===== src/rtl/alu16b.sv =====
// 16-bit registered ALU: add/sub/shift/logic/not/neg with zero and signed-overflow flags.
// One clock latency; define ALU_SLT_EN to turn opcode 8 into a signed set-less-than.
module alu16b #(
  parameter int WIDTH = 16
) (
  input  logic             clk,
  input  logic             rst_n,
  input  logic [WIDTH-1:0] A,
  input  logic [WIDTH-1:0] B,
  input  logic [3:0]       ALUop,
  output logic [WIDTH-1:0] S,
  output logic             IsZero,
  output logic             OFL
);

  localparam int SHW = $clog2(WIDTH);

  localparam logic [3:0] OP_ADD = 4'd0;
  localparam logic [3:0] OP_SUB = 4'd1;
  localparam logic [3:0] OP_SLL = 4'd2;
  localparam logic [3:0] OP_SRL = 4'd3;
  localparam logic [3:0] OP_AND = 4'd4;
  localparam logic [3:0] OP_OR  = 4'd5;
  localparam logic [3:0] OP_XOR = 4'd6;
  localparam logic [3:0] OP_NOT = 4'd7;
`ifdef ALU_SLT_EN
  localparam logic [3:0] OP_SLT = 4'd8;
`endif
  localparam logic [3:0] OP_NEG = 4'd9;

  logic [WIDTH-1:0] sum;
  logic [WIDTH-1:0] diff;
  logic [WIDTH-1:0] neg;
  logic [SHW-1:0]   shamt;
  logic             shift_big;
  logic [WIDTH-1:0] res;
  logic             ofl;
`ifdef ALU_SLT_EN
  logic             slt;
`endif

  assign sum       = A + B;
  assign diff      = A - B;
  assign neg       = '0 - A;
  assign shamt     = B[SHW-1:0];
  // Any set bit above the low shift-amount field means the shift clears everything.
  assign shift_big = |B[WIDTH-1:SHW];
`ifdef ALU_SLT_EN
  assign slt       = $signed(A) < $signed(B);
`endif

  always_comb begin
    res = '0;
    ofl = 1'b0;
    case (ALUop)
      OP_ADD: begin
        res = sum;
        ofl = (A[WIDTH-1] == B[WIDTH-1]) && (sum[WIDTH-1] != A[WIDTH-1]);
      end
      OP_SUB: begin
        res = diff;
        ofl = (A[WIDTH-1] != B[WIDTH-1]) && (diff[WIDTH-1] != A[WIDTH-1]);
      end
      OP_SLL: res = shift_big ? '0 : (A << shamt);
      OP_SRL: res = shift_big ? '0 : (A >> shamt);
      OP_AND: res = A & B;
      OP_OR:  res = A | B;
      OP_XOR: res = A ^ B;
      OP_NOT: res = ~A;
`ifdef ALU_SLT_EN
      OP_SLT: res = {{(WIDTH-1){1'b0}}, slt};
`endif
      OP_NEG: begin
        res = neg;
        // Only the most negative value has no positive counterpart.
        ofl = A[WIDTH-1] && neg[WIDTH-1];
      end
      default: begin
        res = '0;
        ofl = 1'b0;
      end
    endcase
  end

  always_ff @(posedge clk) begin
    if (!rst_n) begin
      S      <= '0;
      IsZero <= 1'b1;
      OFL    <= 1'b0;
    end else begin
      S      <= res;
      IsZero <= (res == '0);
      OFL    <= ofl;
    end
  end

endmodule


===== config.mk =====
export PLATFORM = sky130hd
export DESIGN_NAME = alu16b
export DESIGN_NICKNAME = d
export VERILOG_FILES = /design/src/rtl/alu16b.sv
export SDC_FILE = /design/constraint.sdc
export NUM_CORES = 1
export LEC_CHECK = 0
export CAP_MARGIN = 40
export CORE_MARGIN = 1
export CORE_UTILIZATION = 60
export CTS_BUF_LIST = sky130_fd_sc_hd__clkbuf_4 sky130_fd_sc_hd__clkbuf_8
export CTS_CLUSTER_SIZE = 16
export DETAILED_ROUTE_END_ITERATION = 8
export PLACE_DENSITY = 0.84
export SLEW_MARGIN = 20
export SYNTH_ARGS = -nofsm -noshare
export SYNTH_HDL_FRONTEND = slang
export SYNTH_SLANG_ARGS = --single-unit

===== constraint.sdc =====
create_clock -name clk -period 5.15 [get_ports clk]
set_clock_uncertainty 0.1 [all_clocks]
set_input_delay 0.7725 -clock clk [delete_from_list [all_inputs] [get_ports clk]]
set_output_delay 0.7725 -clock clk [all_outputs]
set_load 0.05 [all_outputs]

# Word-level counts from Yosys, hierarchy flattened
# Cells that the tools add are included.
# word_totals
reg_bits	18
in_bits	38
out_inout_bits	18
word_cells	34
# op_classes
addsub	3
n_eq_ne	12
shift	2
n_mux	4
bitwise_logic	4
n_reduce_logical	6
# op_table
operator	n
$pmux 16 s9	1
$mux 16	2
$add 16x16->16	1
$and 16x16->16	1
$eq 4x3->1 const B	4
$logic_not 16->1	1
$not 16->16	1
$or 16x16->16	1
$shl 16x4->16	1
$shr 16x4->16	1
$sub 1x16->16 const A	1
$sub 16x16->16	1
$xor 16x16->16	1
$reduce_or 12->1	1
$eq 4x2->1 const B	2
$eq 4x1->1 const B	1
$eq 4x4->1 const B	1
$logic_not 4->1	1
$logic_and 1x1->1	3
$ne 1x1->1	3
$pmux 1 s3	1
$eq 1x1->1	1

# Logic depth before layout (Yosys ltp)
# Gate-level depths: netlist (run 1).
# depth
depth_word	4
mapped_depth	14
ltp_nobuf	12

# Worst setup path after synthesis (run 1)
# OpenSTA, ideal clock, no wires.
# synth_timing
path_type	input to register
start	input port B[2]
end	register IsZero
setup_ns	0.096
arrival_ns	3.938
required_time_ns	4.954
slack_ns	1.017
path_stages	14
n_path_buf	3
path_cell_list	buf_2 inv_2 clkbuf_1 ha_1 clkbuf_1 nor2b_1 o311ai_0 o21ai_0 xor2_1 a211o_1 or4_1 nor4_1 nand4b_1 o41ai_2
# synth_between
elab_chain_len	4
elab_cells_between_ends	11
cone_classes	add/sub (2); shift (2); mux (3); bitwise (3); reduce/logical (1)
# synth_rtl
element	line	source
start, declared	9	input logic [WIDTH-1:0] B,
branches (longest 2 deep; another with $sub 16x16->16)	--	
$pmux 16 s9 (*)	55	case (ALUop)
$logic_not 16->1 (*)	92	IsZero <= (res == '0);
end signal, assigned	92	
end, declared	12	output logic IsZero,
# Mark *: on every way between the ends.
# A chain may end at the register's enable or synchronous reset.

# Worst setup path in the final report (run 1)
# layout_timing
start	input port A[0]
end	register IsZero
# layout_between
elab_chain_len	4
elab_cells_between_ends	13
cone_classes	add/sub (3); shift (2); mux (3); bitwise (4); reduce/logical (1)
# layout_rtl
element	line	source
start, declared	8	input logic [WIDTH-1:0] A,
branches (longest 2 deep; another with $sub 1x16->16)	--	
$pmux 16 s9 (*)	55	
$logic_not 16->1 (*)	92	
# Marks and branches as above.

==> impl_metrics.env, run 1 <==
export IMPL_status="finished, final reports clean"
export IMPL_dp_hpwl_um=14000
export IMPL_setup_viol=0
export IMPL_antenna_found_initial=0
export IMPL_ys_flop_type="dfxtp_1"
export IMPL_grt_pass1_wl_um=28600
export IMPL_path_cells="clkdlybuf4s50_1 -> inv_1 -> ha_1 -> fa_1 -> o21ba_2 -> a21oi_1 -> o21ai_0 -> xor2_1 -> a211o_1 -> or4_1 -> nor4_1 -> nand4b_1 -> o41ai_2"
export IMPL_cts_made_buffers=3
export IMPL_firstDrtPassIters=5
export IMPL_worst_slew_margin_rel=0.438
export IMPL_root_buffer="clkbuf_8"
export IMPL_final_setup_tns_ns=0
export IMPL_routed_wl_um=18100
export IMPL_p_comb_frac=0.694
export IMPL_rows=33
export IMPL_synthArstFlopShare=0
export IMPL_synth_top_cell_by_area="ha_1"
export IMPL_min_path_type="in -> reg"
export IMPL_crit_path_max_fanout=9
export IMPL_cp_data_arrival_time_ns=4.67
export IMPL_cp_slowest_stage_delay_ns=0.64
export IMPL_gr_usage_all_layers=0.409
export IMPL_clockBufferDepth=2
export IMPL_p_leak_nw=2.38
export IMPL_grt_pass1_vias=5452
export IMPL_end_kind="register"
export IMPL_initialDrtViolationCount=743
export IMPL_cts_sinks=18
export IMPL_fmax_ghz=0.217
export IMPL_fin_nets=792
export IMPL_initial_core_util=0.625
export IMPL_tightest_slew_ns=0.836
export IMPL_hold_violations=0
export IMPL_min_from="rst_n"
export IMPL_synth_edf_count=0
export IMPL_slew_violations=0
export IMPL_area_growth_syn_to_layout_pct=13.3
export IMPL_switching_power_uw=383
export IMPL_synth_top_area_share=0.121
export IMPL_grt_setup_unrepaired="no"
export IMPL_slowest_stage="clkdlybuf4s50_1"
export IMPL_ir_drop_uv=102
export IMPL_synth_cell_types=81
export IMPL_clkTransAtPathRegs_ns=0.06
export IMPL_power_density_mw_per_mm2=139
export IMPL_fp_dieH_um=95.0
export IMPL_p_sw_frac=0.470
export IMPL_crit_start="A[0]"
export IMPL_maxCapViolCount=0
export IMPL_synth_seq_area_share=0.0695
export IMPL_wire_per_inst_um=22.4
export IMPL_synthCells=671
export IMPL_yosys_top_cells_area="ha_1, mux4_2, dfxtp_1, mux2i_1, a21oi_1"
export IMPL_synth_most_common_cell="ha_1"
export IMPL_dieWidth_um=95.0
export IMPL_cts_tree="yes"
export IMPL_htree_levels=1
export IMPL_grt_ovfl_total=0
export IMPL_finalCriticalPeriod_ns=4.60
export IMPL_cts_repair_resized=0
export IMPL_syn_num_nets=761
export IMPL_die_area_mm2=0.00902
export IMPL_crit_end="IsZero$_SDFF_PN1_"
export IMPL_port_buffers=55
export IMPL_vias=5843
export IMPL_postRouteAntennaNets=0
export IMPL_worst_setup_path_type="in -> reg"
export IMPL_cts_setup_buffers=0
export IMPL_yosys_warnings=0
export IMPL_min_period_over_period=0.894
export IMPL_place_congestion=1.14
export IMPL_ys_ff_latch=18
export IMPL_pin_count=56
export IMPL_syn_avg_cell_area_um2=7.73
export IMPL_p_int_uw=432
export IMPL_fp_coreArea_mm2=0.00830
export IMPL_whs_ns=1.27
export IMPL_grt_max_degree=30
export IMPL_n_antenna_cell=0
export IMPL_critical_path_startpoint_type="input pin"
export IMPL_postCtsHoldBufs=0
export IMPL_layout_drive_gt1_share=0.120
export IMPL_cp_required_ns=5.22
export IMPL_power_frac_seq=0.186
export IMPL_syn_area_mm2=0.00518
export IMPL_p_clk_frac=0.120
export IMPL_vias_per_cell=7.26
export IMPL_fillerInstances=716
export IMPL_drc=0
export IMPL_synthTopCellsByCount="ha_1, inv_1, nor2_1"
[state kept, by name, summed over array words and instances, names as in the netlist]
signal and flops:
OFL 1, S 16, IsZero 1
[final cells by class]
| class | count | area [um2] | share of cell area |
|---|---|---|---|
| multi-input combinational | 543 | 4370 | 0.743 |
| timing repair buffer | 85 | 783 | 0.133 |
| sequential | 18 | 360 | 0.0613 |
| inverter | 51 | 191 | 0.0326 |
| tap | 105 | 131 | 0.0224 |
| clock buffer | 3 | 41.3 | 0.00703 |
[critical path: cells and delay by family]
kind / cells / cell delay (ns)
AOI/OAI and AO/OA: 5 / 1.11
xor gates and xnor gates: 1 / 0.18
adders and majority gates: 2 / 0.67
buffers and inverters: 2 / 0.80
and+or+nand+nor: 3 / 1.14
[metal layers]
metal | track usage | wire length (um)
met3 | 0.0797 | 2480
met5 | 0 | 0
met4 | 0.201 | 949
met2 | 0.637 | 8010
met1 | 0.537 | 6630
[cell families after synthesis]
| group | count (synthesis) | synth area share |
|---|---|---|
| compound gates | 192 | 0.262 |
| xor+xnor | 23 | 0.0389 |
| simple gates | 210 | 0.217 |
| flops | 18 | 0.0695 |
| buf+inv | 110 | 0.0881 |
| mux | 66 | 0.196 |
| fa+ha+maj | 52 | 0.128 |
[power by group through the flow]
stage	Sequential (mW)	Clock (mW)	Combinational, mW
final	0.151	0.0980	0.565
after detailed placement	0.154	0	0.545
after floorplan	0.188	0	0.342
after global routing	0.152	0.102	0.599
after CTS	0.151	0.0972	0.547
after global placement	0.154	0	0.535
[worst min-delay path by stage]
stage               slack (ns)                end  cells after the start
global route              1.30  IsZero$_SDFF_PN1_                      2
CTS                       1.25  IsZero$_SDFF_PN1_                      2
finish                    1.27  IsZero$_SDFF_PN1_                      2
global placement          1.52  IsZero$_SDFF_PN1_                      2
detailed placement        1.52  IsZero$_SDFF_PN1_                      2
floorplan                 0.79   S[12]$_SDFF_PN0_                      1
[cell usage in the layout, fill, tap and decap left out, types with 8 or more instances in the layout]
cell             synthesis  final
dfxtp_1                 18     18
o21ai_0                 31     31
nor2_1                  48     48
ha_1                    50     50
o31ai_1                  9      9
clkdlybuf4s50_1          0     54
nand3_1                 17     17
o211ai_1                13     13
mux4_2                  25     25
and2_1                  14     14
nand2b_1                11     11
a21oi_1                 38     38
nor2b_1                 19     19
xnor2_1                 20     20
mux2_2                  10     10
inv_1                   48     48
mux2i_1                 29     29
nand2_1                 33     33
nor4_1                  12     12
buf_4                    1     29
a21o_1                   8      8
nor3_1                  14     14
[through the flow]
| stage | cells | util | worst slack, ns | cell area (um2) | power (mW) |
|---|---|---|---|---|---|
| floorplan | 671 | - | 1.02 | 5180 | 0.530 |
| finish | 805 | 0.708 | 0.546 | 5870 | 0.814 |
| global placement | 802 | 0.703 | 0.509 | 5830 | 0.689 |
| detailed placement | 802 | 0.703 | 0.374 | 5830 | 0.699 |
| global route | 805 | 0.708 | 0.489 | 5870 | 0.853 |
| CTS | 805 | 0.708 | 0.624 | 5870 | 0.795 |
(Power assumes the default switching activity.)
==> run 2: changes to the inputs <==
--- a/config.mk
+++ b/config.mk
@@ -7,11 +7,11 @@
 export LEC_CHECK = 0
 export CAP_MARGIN = 40
 export CORE_MARGIN = 1
-export CORE_UTILIZATION = 60
+export CORE_UTILIZATION = 50
 export CTS_BUF_LIST = sky130_fd_sc_hd__clkbuf_4 sky130_fd_sc_hd__clkbuf_8
 export CTS_CLUSTER_SIZE = 16
 export DETAILED_ROUTE_END_ITERATION = 8
-export PLACE_DENSITY = 0.84
+export PLACE_DENSITY = 0.72
 export SLEW_MARGIN = 20
 export SYNTH_ARGS = -nofsm -noshare
 export SYNTH_HDL_FRONTEND = slang
==> run 2 against run 1 <==
Utilization is 11 points lower; clock-buffer cell count is 1 higher; critical path type unchanged; first-iteration DRC count is 1.6% lower; final cell count is 4.2% higher; worst hold slack better by 0.013 ns; combinational power is 1% higher.
==> impl_metrics.env, run 2 (synthesized netlist as in run 1, its figures left out) <==
export IMPL_clkTransAtPathRegs_ns=0.07
export IMPL_final_common_cell="clkdlybuf4s50_1"
export IMPL_cts_sinks=18
export IMPL_setup_viol=0
export IMPL_htree_levels=1
export IMPL_vias_per_cell=6.87
export IMPL_power_uw=839
export IMPL_fin_nets=797
export IMPL_postRouteAntennaNets=0
export IMPL_cp_required_ns=5.21
export IMPL_cts_tree="yes"
export IMPL_dp_hpwl_um=15000
export IMPL_dpl_cell_count=835
export IMPL_postCtsHoldBufs=0
export IMPL_critical_path_startpoint_type="input pin"
export IMPL_gr_usage_all_layers=0.349
export IMPL_vias=5765
export IMPL_p_leak_nw=2.41
export IMPL_initial_core_util=0.523
export IMPL_root_buffer="clkbuf_8"
export IMPL_initialDrtViolationCount=731
export IMPL_min_path_type="in -> reg"
export IMPL_worst_setup_path_type="in -> reg"
export IMPL_fp_coreArea_mm2=0.00991
export IMPL_dp_slack_ns=0.327
export IMPL_status="finished, final reports clean"
export IMPL_worst_slew_margin_rel=0.528
export IMPL_min_period_over_period=0.897
export IMPL_maxCapViolCount=0
export IMPL_hold_violations=0
export IMPL_fp_dieH_um=104
export IMPL_final_setup_tns_ns=0
export IMPL_rows=36
export IMPL_end_kind="register"
export IMPL_pin_count=56
export IMPL_largest_register="S"
export IMPL_post_route_util=0.601
export IMPL_grt_setup_unrepaired="no"
export IMPL_wire_per_inst_um=22.6
export IMPL_fmax_ghz=0.217
export IMPL_finalCriticalPeriod_ns=4.62
export IMPL_cts_setup_buffers=0
export IMPL_fin_cells=839
export IMPL_place_congestion=0.999
export IMPL_crit_path_max_fanout=9
export IMPL_cp_data_arrival_time_ns=4.68
export IMPL_tightest_slew_ns=0.701
export IMPL_firstDrtPassIters=7
export IMPL_cts_made_buffers=3
export IMPL_fillerInstances=957
export IMPL_cts_repair_resized=0
export IMPL_largest_reg_flops=16
export IMPL_grt_ovfl_total=0
export IMPL_antenna_found_initial=0
export IMPL_power_density_mw_per_mm2=141
export IMPL_grt_pass1_vias=5520
export IMPL_grt_max_degree=31
export IMPL_drc=0
export IMPL_area_growth_syn_to_layout_pct=14.9
export IMPL_ir_drop_uv=129
export IMPL_layout_drive_gt1_share=0.127
export IMPL_n_antenna_cell=0
export IMPL_layout_common_cells="clkdlybuf4s50_1, ha_1, inv_1, nor2_1, a21oi_1"
export IMPL_die_area_mm2=0.0108
export IMPL_dieWidth_um=104
export IMPL_clockBufferDepth=2
export IMPL_top_regs="S x16, IsZero x1, OFL x1"
export IMPL_slew_violations=0
export IMPL_worst_slack_ns=0.532
export IMPL_port_buffers=55
export IMPL_routed_wl_um=19000
export IMPL_grt_pass1_wl_um=30300
==> run 2: cell count changes in the layout (fill, tap and decap cells not counted) <==
cell and change:
clkbuf_8 +1, buf_4 +4, buf_2 +1
==> run 2: final timing paths <==
kind	start	end	slack (ns)	cells after the start
worst min-delay path	rst_n	IsZero$_SDFF_PN1_	1.28	2
worst max-delay path	A[0]	IsZero$_SDFF_PN1_	0.53	13
==> run 2: report_power, final <==
group | switching (mW) | internal, mW
Combinational | 0.340 | 0.233
Sequential | 0.00234 | 0.149
Clock | 0.0470 | 0.0680
Total | 0.389 | 0.449
==> run 2: layout make-up <==
| type | instances | area [um2] | share of cell area |
|---|---|---|---|
| multi-input cells | 543 | 4370 | 0.733 |
| repair buffers | 90 | 818 | 0.137 |
| flip-flops and latches | 18 | 360 | 0.0605 |
| clock buffers | 4 | 55.1 | 0.00924 |
| inverters | 51 | 191 | 0.0321 |
| well taps | 133 | 166 | 0.0279 |
==> run 2: metal layers <==
| metal | global-route usage | vias up | wire [um] |
|---|---|---|---|
| met4 | 0.115 | 0 | 675 |
| met3 | 0.0529 | 64 | 1970 |
| li1 | - | 2578 | - |
| met1 | 0.473 | 2735 | 7660 |
| met5 | 0 | - | 0 |
| met2 | 0.564 | 388 | 8690 |
==> run 2: stage by stage <==
step           area [um2]  hold slack, ns
2_1_floorplan        5180           0.794
3_3_place_gp         5900            1.52
5_1_grt              5960            1.31
4_1_cts              5960            1.27
3_5_place_dp         5900            1.54
6_report             5960            1.28
==> run 2: worst max-delay path: stages <==
cell and delay [ns]:
clkdlybuf4s50_1 0.67, inv_1 0.16, ha_1 0.26, fa_1 0.42, o21ba_2 0.25, a21oi_1 0.14
o21ai_0 0.11, xor2_1 0.18, a211o_1 0.33, or4_1 0.54, nor4_1 0.40, nand4b_1 0.17
o41ai_2 0.30
==> run 3: changes to the inputs <==
--- a/config.mk
+++ b/config.mk
@@ -12,6 +12,7 @@
 export CTS_CLUSTER_SIZE = 16
 export DETAILED_ROUTE_END_ITERATION = 8
 export PLACE_DENSITY = 0.72
+export REMOVE_ABC_BUFFERS = 1
 export SLEW_MARGIN = 20
 export SYNTH_ARGS = -nofsm -noshare
 export SYNTH_HDL_FRONTEND = slang
==> run 3 against run 2 <==
Total power is 0.64% lower; largest power group unchanged; fmax is 1.5% higher; final cell count is 0.12% higher; utilization is 0.088 points higher; critical path depth stayed put.
==> impl_metrics.env, run 3 (synthesized netlist as in run 1, its figures left out) <==
export IMPL_fmax_ghz=0.220
export IMPL_grt_max_degree=30
export IMPL_antenna_found_initial=0
export IMPL_cts_tree="yes"
export IMPL_cts_repair_resized=0
export IMPL_cts_sinks=18
export IMPL_port_buffers=55
export IMPL_worst_slack_ns=0.602
export IMPL_fp_dieH_um=104
export IMPL_clkTransAtPathRegs_ns=0.07
export IMPL_grt_pass1_wl_um=29000
export IMPL_hold_violations=0
export IMPL_slowest_stage="clkdlybuf4s50_1"
export IMPL_area_growth_syn_to_layout_pct=15.1
export IMPL_vias=5719
export IMPL_setup_viol=0
export IMPL_die_area_mm2=0.0108
export IMPL_cp_data_arrival_time_ns=4.62
export IMPL_routed_wl_um=18300
export IMPL_min_from="rst_n"
export IMPL_firstDrtPassIters=6
export IMPL_p_int_uw=450
export IMPL_top_regs="S x16, IsZero x1, OFL x1"
export IMPL_vias_per_cell=6.81
export IMPL_worst_setup_path_type="in -> reg"
export IMPL_crit_path_max_fanout=9
export IMPL_min_path_cells=2
export IMPL_status="finished, final reports clean"
export IMPL_post_route_util=0.602
export IMPL_final_setup_tns_ns=0
export IMPL_dieWidth_um=104
export IMPL_htree_levels=1
export IMPL_critical_path_startpoint_type="input pin"
export IMPL_maxCapViolCount=0
export IMPL_end_kind="register"
export IMPL_dp_slack_ns=0.415
export IMPL_wire_per_inst_um=21.8
export IMPL_fp_coreArea_mm2=0.00991
export IMPL_initial_core_util=0.523
export IMPL_drc=0
export IMPL_slew_violations=0
export IMPL_fin_nets=798
export IMPL_p_sw_frac=0.460
export IMPL_largest_register="S"
export IMPL_postRouteAntennaNets=0
export IMPL_finalCriticalPeriod_ns=4.55
export IMPL_layout_common_cells="clkdlybuf4s50_1, ha_1, inv_1, nor2_1, a21oi_1"
export IMPL_place_congestion=0.954
export IMPL_min_to="IsZero$_SDFF_PN1_"
export IMPL_root_buffer="clkbuf_8"
export IMPL_gr_usage_all_layers=0.334
export IMPL_p_leak_nw=2.42
export IMPL_min_period_over_period=0.883
export IMPL_grt_pass1_vias=5448
export IMPL_tightest_slew_ns=0.752
export IMPL_cp_slowest_stage_delay_ns=0.66
export IMPL_path_cells="clkdlybuf4s50_1 -> inv_1 -> ha_1 -> fa_1 -> o21ba_2 -> a21oi_1 -> o21ai_0 -> xor2_1 -> a211o_1 -> or4_1 -> nor4_1 -> nand4b_1 -> o41ai_2"
export IMPL_n_antenna_cell=0
export IMPL_pin_count=56
export IMPL_grt_setup_unrepaired="no"
export IMPL_final_common_cell="clkdlybuf4s50_1"
export IMPL_grt_ovfl_total=0
export IMPL_p_comb_frac=0.680
export IMPL_min_path_type="in -> reg"
export IMPL_postCtsHoldBufs=0
export IMPL_dp_hpwl_um=14500
export IMPL_power_frac_seq=0.181
export IMPL_switching_power_uw=383
export IMPL_p_clk_frac=0.138
export IMPL_cts_made_buffers=3
export IMPL_cts_setup_buffers=0
export IMPL_largest_reg_flops=16
export IMPL_layout_drive_gt1_share=0.132
export IMPL_fillerInstances=929
export IMPL_clockBufferDepth=2
export IMPL_rows=36
export IMPL_initialDrtViolationCount=516
export IMPL_worst_slew_margin_rel=0.492
export IMPL_ir_drop_uv=101
export IMPL_cp_required_ns=5.22
export IMPL_power_density_mw_per_mm2=140
run 3: changes by cell type in the layout (fill, tap and decap cells not counted):
| cell | delta |
|---|---|
| nor4b_1 | -1 |
| buf_4 | +1 |
| buf_2 | +1 |
| nor4b_2 | +1 |
| clkdlybuf4s50_1 | -1 |
run 3: metal layers:
layer | track usage | vias to the layer above | share of wire
met1 | 0.438 | 2680 | 0.40
met3 | 0.0503 | 70 | 0.11
met4 | 0.138 | 0 | 0.042
li1 | - | 2582 | -
met2 | 0.545 | 387 | 0.46
met5 | 0 | - | 0
run 3: area by class of cell:
| class | instances | area [um2] | share of cell area |
|---|---|---|---|
| timing repair buffer | 91 | 821 | 0.138 |
| multi-input combinational | 543 | 4370 | 0.733 |
| clock buffer | 4 | 55.1 | 0.00923 |
| sequential | 18 | 360 | 0.0604 |
| inverter | 51 | 191 | 0.0321 |
| tap | 133 | 166 | 0.0279 |
run 3: worst max path at each step:
stage | cells after the start | from | endpoint | slack (ns)
finish | 13 | A[0] | IsZero$_SDFF_PN1_ | 0.60
global route | 13 | A[0] | IsZero$_SDFF_PN1_ | 0.34
CTS | 13 | A[0] | IsZero$_SDFF_PN1_ | 0.66
detailed placement | 13 | A[0] | IsZero$_SDFF_PN1_ | 0.42
global placement | 13 | A[0] | IsZero$_SDFF_PN1_ | 0.51
floorplan | 12 | A[0] | IsZero$_SDFF_PN1_ | 1.49
run 3: power by group through the flow:
stage	Combinational, mW	Clock (mW)	Sequential (mW)
finish	0.567	0.115	0.151
global route	0.604	0.122	0.152
global placement	0.545	0	0.154
floorplan	0.302	0	0.188
detailed placement	0.551	0	0.155
CTS	0.553	0.117	0.151
run 3: metrics by stage:
step / std cells / hold WS (ns) / cell area (um2) / power (mW)
after CTS: 840 / 1.31 / 5970 / 0.822
after floorplan: 612 / 0.728 / 4920 / 0.490
after global placement: 835 / 1.56 / 5910 / 0.700
final: 840 / 1.34 / 5970 / 0.833
after global routing: 840 / 1.39 / 5970 / 0.878
after detailed placement: 836 / 1.57 / 5910 / 0.705
run 3: worst max-delay path, delay by kind of cell:
family	cells	cell delay, ns
AOI/OAI and AO/OA	5	1.13
xor gates and xnor gates	1	0.19
adders and majority gates	2	0.67
buffers and inverters	2	0.83
and+or+nand+nor	3	1.04
